==> config.mk <==
export PLATFORM = sky130hd
export DESIGN_NAME = pcs_rx_decoder
export DESIGN_NICKNAME = d
export VERILOG_FILES = /design/src/rtl/pcs_pkg.sv /design/src/rtl/pcs_rx_decoder_descrambler.sv /design/src/rtl/pcs_rx_decoder.sv
export SDC_FILE = /design/constraint.sdc
export NUM_CORES = 1
export LEC_CHECK = 0
export ABC_AREA = 1
export CORE_MARGIN = 2
export CORE_UTILIZATION = 47
export CTS_CLUSTER_DIAMETER = 60
export DETAILED_ROUTE_END_ITERATION = 7
export GPL_TIMING_DRIVEN = 0
export PLACE_DENSITY = 0.68
export SETUP_SLACK_MARGIN = 0.05
export SLEW_MARGIN = 20
export SYNTH_ARGS = -nofsm -noshare
export SYNTH_HDL_FRONTEND = slang
export SYNTH_SLANG_ARGS = --single-unit
==> constraint.sdc <==
create_clock -name clock -period 4.3 [get_ports clock]
set_clock_uncertainty 0.1 [all_clocks]
set_input_delay 0.86 -clock clock [delete_from_list [all_inputs] [get_ports clock]]
set_output_delay 0.86 -clock clock [all_outputs]
set_load 0.01 [all_outputs]
==> src/rtl/pcs_pkg.sv <==
// Shared 1000BASE-T PCS definitions: PAM5 symbols, delimiters, receive FSM states,
// GMII codes, descrambler polynomials and the data byte <-> quartet mapping.
package pcs_pkg;

  typedef logic [2:0] pam5_t;

  localparam pam5_t PAM5_M2 = 3'b110;
  localparam pam5_t PAM5_M1 = 3'b111;
  localparam pam5_t PAM5_0  = 3'b000;
  localparam pam5_t PAM5_P1 = 3'b001;
  localparam pam5_t PAM5_P2 = 3'b010;

  typedef struct packed {
    pam5_t a;
    pam5_t b;
    pam5_t c;
    pam5_t d;
  } quartet_t;

  localparam quartet_t SSD1 = '{PAM5_P2, PAM5_P2, PAM5_P2, PAM5_P2};
  localparam quartet_t SSD2 = '{PAM5_P2, PAM5_P2, PAM5_P2, PAM5_M2};
  localparam quartet_t ESD1 = '{PAM5_P2, PAM5_P2, PAM5_P2, PAM5_P2};
  localparam quartet_t ESD2 = '{PAM5_P2, PAM5_P2, PAM5_P2, PAM5_M2};

  typedef enum logic [1:0] {
    RX_IDLE      = 2'd0,
    RX_SSD2_WAIT = 2'd1,
    RX_DATA      = 2'd2,
    RX_ESD2_WAIT = 2'd3
  } rx_state_t;

  localparam logic [7:0] GMII_FALSE_CARRIER = 8'h0E;
  localparam logic [7:0] GMII_PREAMBLE      = 8'h55;

  // Middle tap exponents of x^33+x^13+1 (master) and x^33+x^20+1 (slave).
  localparam int unsigned POLY_MASTER_TAP = 13;
  localparam int unsigned POLY_SLAVE_TAP  = 20;

  function automatic logic is_invalid_sym(input pam5_t s);
    return (s == 3'b011) || (s == 3'b100) || (s == 3'b101);
  endfunction

  function automatic logic is_odd_sym(input pam5_t s);
    return (s == PAM5_P1) || (s == PAM5_M1);
  endfunction

  // Each data symbol carries two bits and is never +2, so no data quartet is all-+2.
  function automatic logic [1:0] sym_to_bits(input pam5_t s);
    case (s)
      PAM5_P1: return 2'b01;
      PAM5_M1: return 2'b10;
      PAM5_M2: return 2'b11;
      default: return 2'b00;
    endcase
  endfunction

  function automatic pam5_t bits_to_sym(input logic [1:0] v);
    case (v)
      2'b00:   return PAM5_0;
      2'b01:   return PAM5_P1;
      2'b10:   return PAM5_M1;
      default: return PAM5_M2;
    endcase
  endfunction

  function automatic logic [7:0] sd_from_quartet(input pam5_t a, input pam5_t b,
                                                 input pam5_t c, input pam5_t d);
    return {sym_to_bits(d), sym_to_bits(c), sym_to_bits(b), sym_to_bits(a)};
  endfunction

  function automatic quartet_t quartet_from_sd(input logic [7:0] sd);
    return '{bits_to_sym(sd[1:0]), bits_to_sym(sd[3:2]),
             bits_to_sym(sd[5:4]), bits_to_sym(sd[7:6])};
  endfunction

endpackage

==> src/rtl/pcs_rx_decoder_descrambler.sv <==
// Side-stream descrambler: Fibonacci LFSR, all-ones on clear, one step per advance.
module rx_descrambler
  import pcs_pkg::*;
#(
  parameter int LFSR_W = 33
) (
  input  logic       clock,
  input  logic       i_clear,
  input  logic       i_advance,
  input  logic       i_master,
  output logic [7:0] o_sc
);

  localparam int MASTER_IDX = int'(POLY_MASTER_TAP) - 1;
  localparam int SLAVE_IDX  = int'(POLY_SLAVE_TAP) - 1;

  logic [LFSR_W-1:0] r_lfsr;
  logic              w_fb;

  // Polynomial select is looked at on every step, so it may change between quartets.
  assign w_fb = r_lfsr[LFSR_W-1] ^ (i_master ? r_lfsr[MASTER_IDX] : r_lfsr[SLAVE_IDX]);

  // NOTE: state registers use non-blocking assignments so every flop samples pre-edge values.
  always_ff @(posedge clock) begin
    if (i_clear) begin
      r_lfsr <= '1;
    end else if (i_advance) begin
      r_lfsr <= {r_lfsr[LFSR_W-2:0], w_fb};
    end
  end

  assign o_sc = r_lfsr[7:0];

endmodule

==> src/rtl/pcs_rx_decoder.sv <==
// 1000BASE-T receive PCS: delimiter detection, data demap/descramble and GMII-style
// registered outputs, with a sticky receive error flag.
module pcs_rx_decoder
  import pcs_pkg::*;
#(
  parameter int LFSR_W = 33
) (
  input  logic       clock,
  input  logic       reset,
  input  logic       io_pcs_reset,
  input  logic       io_config_master,
  input  logic       io_loc_rcvr_status,
  input  logic       io_rx_symb_vector_valid,
  output logic       io_rx_symb_vector_ready,
  input  logic [2:0] io_rx_symb_vector_bits_0,
  input  logic [2:0] io_rx_symb_vector_bits_1,
  input  logic [2:0] io_rx_symb_vector_bits_2,
  input  logic [2:0] io_rx_symb_vector_bits_3,
  output logic [7:0] io_rxd,
  output logic       io_rx_dv,
  output logic       io_rx_er,
  output logic       io_rxerror_status
);

  localparam logic [1:0] ST_IDLE      = RX_IDLE;
  localparam logic [1:0] ST_SSD2_WAIT = RX_SSD2_WAIT;
  localparam logic [1:0] ST_DATA      = RX_DATA;
  localparam logic [1:0] ST_ESD2_WAIT = RX_ESD2_WAIT;

  logic [1:0] r_state;
  logic [7:0] r_rxd;
  logic       r_dv;
  logic       r_er;
  logic       r_status;

  logic       w_clear;
  logic       w_accept;
  quartet_t   w_q;
  logic       w_any_invalid;
  logic       w_any_odd;
  logic [7:0] w_sc;
  logic [7:0] w_data;
  logic [1:0] w_state_nxt;
  logic [7:0] w_rxd_nxt;
  logic       w_dv_nxt;
  logic       w_er_nxt;
  logic       w_status_nxt;

  assign w_clear  = reset | io_pcs_reset;
  assign io_rx_symb_vector_ready = !reset && !io_pcs_reset && io_loc_rcvr_status;
  assign w_accept = io_rx_symb_vector_valid & io_rx_symb_vector_ready;

  assign w_q = '{io_rx_symb_vector_bits_0, io_rx_symb_vector_bits_1,
                 io_rx_symb_vector_bits_2, io_rx_symb_vector_bits_3};

  assign w_any_invalid = is_invalid_sym(w_q.a) | is_invalid_sym(w_q.b) |
                         is_invalid_sym(w_q.c) | is_invalid_sym(w_q.d);
  assign w_any_odd     = is_odd_sym(w_q.a) | is_odd_sym(w_q.b) |
                         is_odd_sym(w_q.c) | is_odd_sym(w_q.d);

  rx_descrambler #(.LFSR_W(LFSR_W)) u_descrambler (
    .clock     (clock),
    .i_clear   (w_clear),
    .i_advance (w_accept),
    .i_master  (io_config_master),
    .o_sc      (w_sc)
  );

  assign w_data = sd_from_quartet(w_q.a, w_q.b, w_q.c, w_q.d) ^ w_sc;

  // NOTE: every next-state signal gets a hold default first, so no path can infer a latch.
  always_comb begin
    w_state_nxt  = r_state;
    w_rxd_nxt    = r_rxd;
    w_dv_nxt     = r_dv;
    w_er_nxt     = r_er;
    w_status_nxt = r_status;
    if (!io_loc_rcvr_status) begin
      w_state_nxt  = ST_IDLE;
      w_rxd_nxt    = 8'h00;
      w_dv_nxt     = 1'b0;
      w_er_nxt     = 1'b0;
      w_status_nxt = 1'b1;
    end else if (w_accept) begin
      w_rxd_nxt = 8'h00;
      w_dv_nxt  = 1'b0;
      w_er_nxt  = 1'b0;
      case (r_state)
        ST_IDLE: begin
          if (w_q == SSD1) begin
            w_state_nxt = ST_SSD2_WAIT;
          end else if (w_any_odd || w_any_invalid) begin
            w_er_nxt  = 1'b1;
            w_rxd_nxt = GMII_FALSE_CARRIER;
          end
        end
        ST_SSD2_WAIT: begin
          if (w_q == SSD2) begin
            w_state_nxt = ST_DATA;
            w_rxd_nxt   = GMII_PREAMBLE;
            w_dv_nxt    = 1'b1;
          end else begin
            w_state_nxt = ST_IDLE;
            w_er_nxt    = 1'b1;
            w_rxd_nxt   = GMII_FALSE_CARRIER;
          end
        end
        ST_DATA: begin
          if (w_q == ESD1) begin
            w_state_nxt = ST_ESD2_WAIT;
          end else if (w_any_invalid) begin
            w_dv_nxt     = 1'b1;
            w_er_nxt     = 1'b1;
            w_status_nxt = 1'b1;
          end else begin
            w_dv_nxt  = 1'b1;
            w_rxd_nxt = w_data;
          end
        end
        default: begin
          w_state_nxt = ST_IDLE;
          if (w_q != ESD2) begin
            w_er_nxt     = 1'b1;
            w_status_nxt = 1'b1;
          end
        end
      endcase
    end
  end

  always_ff @(posedge clock) begin
    if (w_clear) begin
      r_state  <= ST_IDLE;
      r_rxd    <= 8'h00;
      r_dv     <= 1'b0;
      r_er     <= 1'b0;
      r_status <= 1'b0;
    end else begin
      r_state  <= w_state_nxt;
      r_rxd    <= w_rxd_nxt;
      r_dv     <= w_dv_nxt;
      r_er     <= w_er_nxt;
      r_status <= w_status_nxt;
    end
  end

  assign io_rxd            = r_rxd;
  assign io_rx_dv          = r_dv;
  assign io_rx_er          = r_er;
  assign io_rxerror_status = r_status;

endmodule
# --- Word-level counts from Yosys, hierarchy flattened ---
# Index checks and enable logic that the tools add are counted.
# W data, S select, Z words.
word_totals:
  latch_bits: 0
  in_bits: 18
  mem_count: 0
  ramBits: 0
  register_bits: 46
  rom_bits: 0
  output_inout_bits: 12
op_classes:
  n_eq_ne: 36
  bitwise: 11
  n_div: 0
  add_sub_neg: 0
  shifts: 0
  mux: 31
  magnitude_cmp: 0
  multipliers: 0
  reduce_logical: 22
ops:
  columns: ["op", "n"]
  rows:
  - ["$eq A3 B3 Y1 const B", 16]
  - ["$pmux W2 S3", 5]
  - ["$eq A12 B11 Y1 const B", 2]
  - ["$pmux W8 S3", 1]
  - ["$mux W8", 2]
  - ["$mux W1", 14]
  - ["$logic_or A1 B1 Y1", 13]
  - ["$eq A3 B1 Y1 const B", 4]
  - ["$eq A3 B2 Y1 const B", 4]
  - ["$ne A12 B11 Y1 const B", 1]
  - ["$mux W4", 2]
  - ["$xor A8 B8 Y8", 1]
  - ["$mux W7", 1]
  - ["$or A1 B1 Y1", 7]
  - ["$mux W2", 3]
  - ["$ne A2 B2 Y1 const B", 3]
  - ["$ne A3 B3 Y1 const B", 2]
  - ["$reduce_and A5 Y1", 1]
  - ["$pmux W1 S2", 2]
  - ["$reduce_or A2 Y1", 2]
  - ["$ne A3 B1 Y1 const B", 1]
  - ["$pmux W1 S3", 1]
  - ["$reduce_and A3 Y1", 1]
  - ["$eq A2 B1 Y1 const B", 1]
  - ["other kinds (8)", 10]

# --- Longest topological paths before layout ---
# Gate-level depths: netlist of run 1.
logic_depth:
  depth_word: 11
  depth_mapped: 11
  mapped_depth_nobuf: 11

# --- By module ---
# From an unflattened synthesis of run 1, not the netlist that was laid out.
hier_totals:
  hier_cells: 319
  area_unflattened_um2: 2347.3
modules_own_cells:
  columns: ["module", "area_per_inst_um2", "seq_area_each_um2", "n_inst", "cells_per_inst"]
  rows:
  - ["rx_descrambler", 1306.3, 660.6, 1, 157]
  - ["pcs_rx_decoder", 1041.0, 260.2, 1, 162]

# --- Worst setup path before layout of run 1 ---
# No wires, ideal clock.
synth_timing:
  path_kind: "input to output"
  startpoint: "input port io_pcs_reset"
  endpoint: "output port io_rx_symb_vector_ready"
  arrival_ps: 1264
  required_ps: 3340
  path_slack_ps: 2076
  stages: 3
  cell_sequence: "nor2_4 > nand2_4 > inv_1"
synth_between:
  elab_chain_len: 3
synth_lines:
  columns: ["element", "line_no", "source"]
  rows:
  - ["start, declared", "pcs_rx_decoder.sv:10", "input logic io_pcs_reset,"]
  - ["$logic_not A1 Y1", "pcs_rx_decoder.sv:50", "assign io_rx_symb_vector_ready = !reset && !io_pcs_reset && io_loc_rcvr_status;"]
  - ["$logic_and A1 B1 Y1 (2 in a row)", "pcs_rx_decoder.sv:50", null]
  - ["end, declared", "pcs_rx_decoder.sv:14", "output logic io_rx_symb_vector_ready,"]
# No other way between the ends.

# --- Worst setup path in the final report of run 1 ---
# Ends and elaborated chain as after synthesis.

==> results of run 1 <==
[power groups by stage]
stage          registers (W)  logic [W]  clock network (W)
2_1_floorplan       0.000438  0.0000356                  0
3_3_place_gp        0.000437  0.0000688                  0
3_5_place_dp        0.000437  0.0000692                  0
4_1_cts             0.000427  0.0000695           0.000335
5_1_grt             0.000428  0.0000778           0.000353
6_report            0.000427  0.0000694           0.000330
[state kept, by name (all words and copies together) (netlist names)]
name / flops
io_rxerror_status: 1
io_rx_dv: 1
r_state: 2
u_descrambler.r_lfsr: 33
io_rx_er: 1
io_rxd: 8
[worst register-to-register path, cell delays in order, from the launching register on]
cell	delay (ps)
dfxtp_1	390
inv_1	100
ha_1	260
nor2_1	160
inv_1	50
a21oi_1	250
nor2_1	70
nor2_1	90
nor2_1	40
[Yosys cell counts]
| cell | n |
|---|---|
| ha_1 | 4 |
| nand3_1 | 30 |
| nand2_1 | 68 |
| nand4_1 | 1 |
| o21ai_1 | 1 |
| nor3_4 | 1 |
| a21oi_1 | 13 |
| xor2_1 | 8 |
| inv_1 | 74 |
| o31ai_1 | 15 |
| buf_1 | 1 |
| clkinv_1 | 1 |
| buf_2 | 3 |
| nand2_4 | 2 |
| nor2_4 | 1 |
| nor2_8 | 1 |
| a31oi_1 | 1 |
| nor3_1 | 5 |
| inv_2 | 1 |
| o21ai_0 | 29 |
| nor2_1 | 21 |
| clkbuf_1 | 6 |
| dfxtp_1 | 46 |
[layout make-up]
type / count / area (µm²) / area share, %
clock inverters: 1 / 30.0 / 1.08
repair buffers: 29 / 290 / 10.5
clock buffers: 6 / 82.6 / 2.98
multi-input cells: 201 / 1040 / 37.5
inverters: 76 / 285 / 10.3
plain buffers: 10 / 41.3 / 1.49
well taps: 67 / 83.8 / 3.02
flip-flops and latches: 46 / 921 / 33.2
[stage by stage]
stage          area [µm²]  utilization (%)
2_1_floorplan        2290                -
3_3_place_gp         2660             56.3
3_5_place_dp         2660             56.3
4_1_cts              2770             58.7
5_1_grt              2770             58.7
6_report             2770             58.7
[kinds of logic (layout without fill, tap and decap cells)]
kind of cell	Yosys count	after routing	synth area share, %
flops	46	46	40.3
buf+inv	86	122	14.3
simple gates	130	130	25.6
xor+xnor	8	8	3.06
fa+ha+maj	4	4	2.19
compound gates	59	59	14.6
[path summary, 6_finish.rpt]
check | from | end | slack [ps]
worst max-delay path | io_pcs_reset | io_rx_symb_vector_ready | 970
worst min-delay path | io_rxd[5] | io_rxd[5] | 370
worst max register to register | r_state[0] | r_state[0] | 2670
worst min register to register | io_rxd[5] | io_rxd[5] | 370
[routing by layer]
| metal | wire length, µm | share of wire [%] | vias up |
|---|---|---|---|
| met3 | 188 | 3.7 | 8 |
| met1 | 2590 | 51 | 957 |
| met5 | 0 | 0 | - |
| met4 | 72 | 1.4 | 0 |
| met2 | 2220 | 44 | 36 |
| li1 | - | - | 1107 |
==> impl_metrics.json, run 1 <==
{
  "status": "completed",
  "power-per-cell-area_mw_per_mm2": 298,
  "fin_ws_ps": 970,
  "whs_ps": 370,
  "netlist_area_mm2": 0.00229,
  "cp_slowest_cell": "clkdlybuf4s50_1",
  "synth_warnings": 0,
  "vias_per_cell": 4.83,
  "syn2layout_area_growth_pct": 21.3,
  "p_seq_share_pct": 51.7,
  "drt_iter0_drc": 122,
  "critPathMaxStageDelay_ps": 530,
  "fmax_mhz": 300,
  "antenna_found_initial": 0,
  "rsz0062_at_grt": "false",
  "dieHeight_um": 73.8,
  "cts_setup_buffers": 0,
  "cts_tree": "yes",
  "cap_viol_max_count": 0,
  "clkSlewWorstSetupHoldPaths_ps": 80,
  "path_buf_inv": 3,
  "syn_nets": 355,
  "grt_pass1_vias": 1944,
  "netlist_instances": 333,
  "worstMarginPinSlew_ps": 513,
  "row_count": 25,
  "ios": 30,
  "hold_viol": 0,
  "fill_cells": 483,
  "drc": 0,
  "stdcell_count": 436,
  "worstSetupPathType": "input port to primary output",
  "end_kind": "primary output",
  "grt_pass1_wl_um": 8670,
  "ff2ff_path_depth": 8,
  "fin_setup_tns_ps": 0,
  "postCtsHoldBufs": 0,
  "critPathTopFamily": "buffers and inverters",
  "insertion_delay_ps": 300,
  "crit_arrival_ps": 2370,
  "ys_types": 23,
  "period_needed_ps": 3330,
  "synth_area_leader_cell": "dfxtp_1",
  "cts_buffers": 5,
  "final_common_cell": "inv_1",
  "slew_violations": 0,
  "htreeDepth": 2,
  "grtUsageTotal_pct": 20.6,
  "grt_overflow_total": 0,
  "dp_hpwl_um": 3770,
  "clkPwrFrac_pct": 39.9,
  "switching_power_w": 0.000187,
  "ant_nets": 0,
  "ys_seq_area_share_pct": 40.3,
  "cts_root_buf": "clkbuf_8",
  "cp_data_required_time_ps": 3340,
  "worstHoldPathType": "flop to flop",
  "final_cell_mix": "74 x inv_1, 68 x nand2_1, 46 x dfxtp_1, 30 x nand3_1",
  "cp_max_fo": 9,
  "synth_area_per_cell_um2": 6.87,
  "core_mm2": 0.00472,
  "die-area_mm2": 0.00544,
  "drt-total-wl_um": 5070,
  "yosys-top-cells-area": "dfxtp_1 40%, inv_1 12%, nand2_1 11%, nand3_1 6.6%, o21ai_0 6.3%",
  "met2_usage_pct": 31.8,
  "p_sw_share_pct": 22.6,
  "place_congestion": 0.833,
  "numClockSinks": 46,
  "start_util_pct": 48.4,
  "drt_pass1_iterations": 4,
  "vias": 2108,
  "start_kind": "input port",
  "hold_depth": 2,
  "path_cells": "clkdlybuf4s50_1, nor2_4, nand2_4, inv_1, clkdlybuf4s50_1",
  "port_buffers": 29,
  "comb_power_share_pct": 8.4,
  "irDropWorstVdd_v": 0.000167,
  "fin_crit_sh_pct": 77.4,
  "synth.top_cell.area_share_pct": 40.3,
  "nNetsFinal": 391,
  "drive_gt1_share_pct": 4.34,
  "finalPower_w": 0.000827,
  "cp.depth": 5,
  "dp_cells": 429,
  "ys_ff_latch": 46,
  "wl_per_cell_um": 11.6,
  "use_met3_pct": 4.53,
  "diodes": 0,
  "setup_viol": 0,
  "dp_slack_ps": 964,
  "internal-power_w": 0.000640,
  "clockBufferDepth": 2,
  "cpMostUsedCell": "clkdlybuf4s50_1",
  "die_w_um": 73.8,
  "max_slew_margin_pct": 65.8,
  "power.leakage_nw": 1.20,
  "grt_start_max_net_pins": 14,
  "post_cts_resized": 0,
  "gr-max-usage-layer": "met2",
  "grtUsageMet1_pct": 28.5
}
Note: power is estimated with default switching activity, not from simulation.
==> run 2, diff against run 1 <==
==> constraint.sdc (replaced) <==
create_clock -name clock -period 3.2 [get_ports clock]
set_clock_uncertainty 0.1 [all_clocks]
set_input_delay 0.64 -clock clock [delete_from_list [all_inputs] [get_ports clock]]
set_output_delay 0.64 -clock clock [all_outputs]
set_load 0.01 [all_outputs]
==> results of run 2 <==
Same layout as run 1 (identical final DEF). Status: completed.
Among the figures that moved: setup slack after placement 964 ps -> 304 ps; setup slack after layout 970 ps -> 310 ps; register-to-register setup slack 2670 ps -> 1570 ps; total power 0.000827 W -> 0.00111 W; worst IR drop on VDD 0.000167 V -> 0.000225 V
==> run 3, diff against run 2 <==
--- a/config.mk
+++ b/config.mk
@@ -7,11 +7,11 @@
 export LEC_CHECK = 0
 export ABC_AREA = 1
 export CORE_MARGIN = 2
-export CORE_UTILIZATION = 47
+export CORE_UTILIZATION = 54
 export CTS_CLUSTER_DIAMETER = 60
 export DETAILED_ROUTE_END_ITERATION = 7
 export GPL_TIMING_DRIVEN = 0
-export PLACE_DENSITY = 0.68
+export PLACE_DENSITY = 0.76
 export SETUP_SLACK_MARGIN = 0.05
 export SLEW_MARGIN = 20
 export SYNTH_ARGS = -nofsm -noshare
==> run 3 against run 2 <==
  * Critical path depth is the same
  * Die area fell by 12%
  * Maximum frequency increased by 1.0%
  * Worst hold slack lost 1.1 ps
  * Sequential share of layout area rose by 0.58 points
  * First-iteration DRC count is 20% higher
  * Total power down 8.4%
  * Largest cell class unchanged
==> impl_metrics.json, run 3 (synthesized netlist as in run 1, its figures left out) <==
{
  "status": "completed",
  "drc": 0,
  "dp_hpwl_um": 3720,
  "numClockSinks": 46,
  "vias_per_cell": 5.01,
  "start_util_pct": 56.8,
  "max_slew_margin_pct": 67.7,
  "final_common_cell": "inv_1",
  "irDropWorstVdd_v": 0.000239,
  "core_mm2": 0.00403,
  "crit_arrival_ps": 2120,
  "drt-total-wl_um": 5000,
  "post_cts_resized": 0,
  "dp_slack_ps": 328,
  "cap_viol_max_count": 0,
  "cp_slowest_cell": "clkdlybuf4s50_1",
  "start_kind": "input port",
  "drt_iter0_drc": 146,
  "ant_nets": 0,
  "grt_pass1_vias": 1957,
  "htreeDepth": 2,
  "grt_start_max_net_pins": 15,
  "place_congestion": 0.891,
  "end_kind": "primary output",
  "dieHeight_um": 69.1,
  "nNetsFinal": 391,
  "fin_ws_ps": 338,
  "hold_viol": 0,
  "grt_pass1_wl_um": 8830,
  "top_register": "u_descrambler.r_lfsr",
  "routed.top_layer": "met4",
  "drive_gt1_share_pct": 4.32,
  "setup_viol": 0,
  "critPathMaxStageDelay_ps": 530,
  "grtUsageTotal_pct": 22.6,
  "cts_tree": "yes",
  "worstHoldPathType": "flop to flop",
  "power-per-cell-area_mw_per_mm2": 373,
  "ff2ff_path_depth": 8,
  "die-area_mm2": 0.00477,
  "path_buf_inv": 3,
  "diodes": 0,
  "cts_root_buf": "clkbuf_8",
  "die_w_um": 69.1,
  "cpMostUsedCell": "clkdlybuf4s50_1",
  "power.leakage_nw": 1.19,
  "fin_setup_tns_ps": 0,
  "worstMarginPinSlew_ps": 484,
  "whs_ps": 369,
  "vias": 2104,
  "route.met2.wl_um": 2270,
  "met1_length_um": 2440,
  "final_cell_mix": "74 x inv_1, 68 x nand2_1, 46 x dfxtp_1, 30 x nand3_1",
  "rsz0062_at_grt": "false",
  "cp.depth": 5,
  "grt_overflow_total": 0,
  "fin_crit_sh_pct": 89.4,
  "slew_violations": 0,
  "wl_per_cell_um": 11.9,
  "row_count": 23,
  "clkSlewWorstSetupHoldPaths_ps": 80,
  "cp_data_required_time_ps": 2460,
  "antenna_found_initial": 0,
  "clockBufferDepth": 2,
  "worstSetupPathType": "input port to primary output",
  "path_cells": "clkdlybuf4s50_1, nor2_4, nand2_4, inv_1, clkdlybuf4s50_1",
  "ios": 30,
  "cts_buffers": 5,
  "regToRegSetupSlack_ps": 1560,
  "period_needed_ps": 2860,
  "critPathTopFamily": "buffers and inverters",
  "fmax_mhz": 349,
  "postCtsHoldBufs": 0,
  "port_buffers": 29,
  "largest_reg_flops": 33,
  "routed-wl-met3_um": 249,
  "syn2layout_area_growth_pct": 19.2,
  "insertion_delay_ps": 300,
  "cp_max_fo": 9,
  "cts_setup_buffers": 0,
  "hold_depth": 2,
  "drt_pass1_iterations": 5
}
run 3: changes by cell type in the layout (fill, tap and decap cells not counted):
cell	previous run	this run
bufinv_16	1	0
clkbuf_1	6	7
clkbuf_8	6	5
clkinv_2	0	1
clkinv_4	0	1
run 3: final timing paths:
path / startpoint / endpoint
worst max register to register: r_state[0] / r_state[0]
worst min register to register: u_descrambler.r_lfsr[10] / u_descrambler.r_lfsr[10]
worst min-delay path: u_descrambler.r_lfsr[10] / u_descrambler.r_lfsr[10]
worst max-delay path: io_pcs_reset / io_rx_symb_vector_ready
run 3: per-stage QoR:
stage	area (µm²)	util (%)	cells	total power, W
2_1_floorplan	2290	-	333	0.000636
5_1_grt	2730	67.7	420	0.00106
6_report	2730	67.7	420	0.00102
3_3_place_gp	2640	65.5	412	0.000679
4_1_cts	2730	67.7	420	0.00103
3_5_place_dp	2640	65.5	412	0.000680
run 3: report_power, final:
part / switching (W) / internal (W) / total, W / leakage [nW]
logic: 0.0000563 / 0.0000371 / 0.0000934 / 0.775
clock network: 0.000196 / 0.000154 / 0.000350 / 0.0452
registers: 0.000000911 / 0.000573 / 0.000574 / 0.372
run 3: worst min-delay path, stage by stage, from the launching register on:
cell	delay, ps
dfxtp_1	320
o31ai_1	70
inv_1	50
run 3: cell type report:
class | instances | area, µm²
Buffer | 10 | 41.3
Clock buffer | 6 | 72.6
Clock inverter | 2 | 13.8
Fill cell | 380 | 1300
Inverter | 76 | 285
Multi-Input combinational cell | 201 | 1040
Sequential cell | 46 | 921
Tap cell | 50 | 62.6
Timing Repair Buffer | 29 | 290
run 3: metal layers:
metal  GRT usage (%)  vias to the layer above
li1                -                     1109
met1            31.0                      940
met2            35.8                       50
met3            5.12                        5
met4            6.10                        0
met5               0                        -
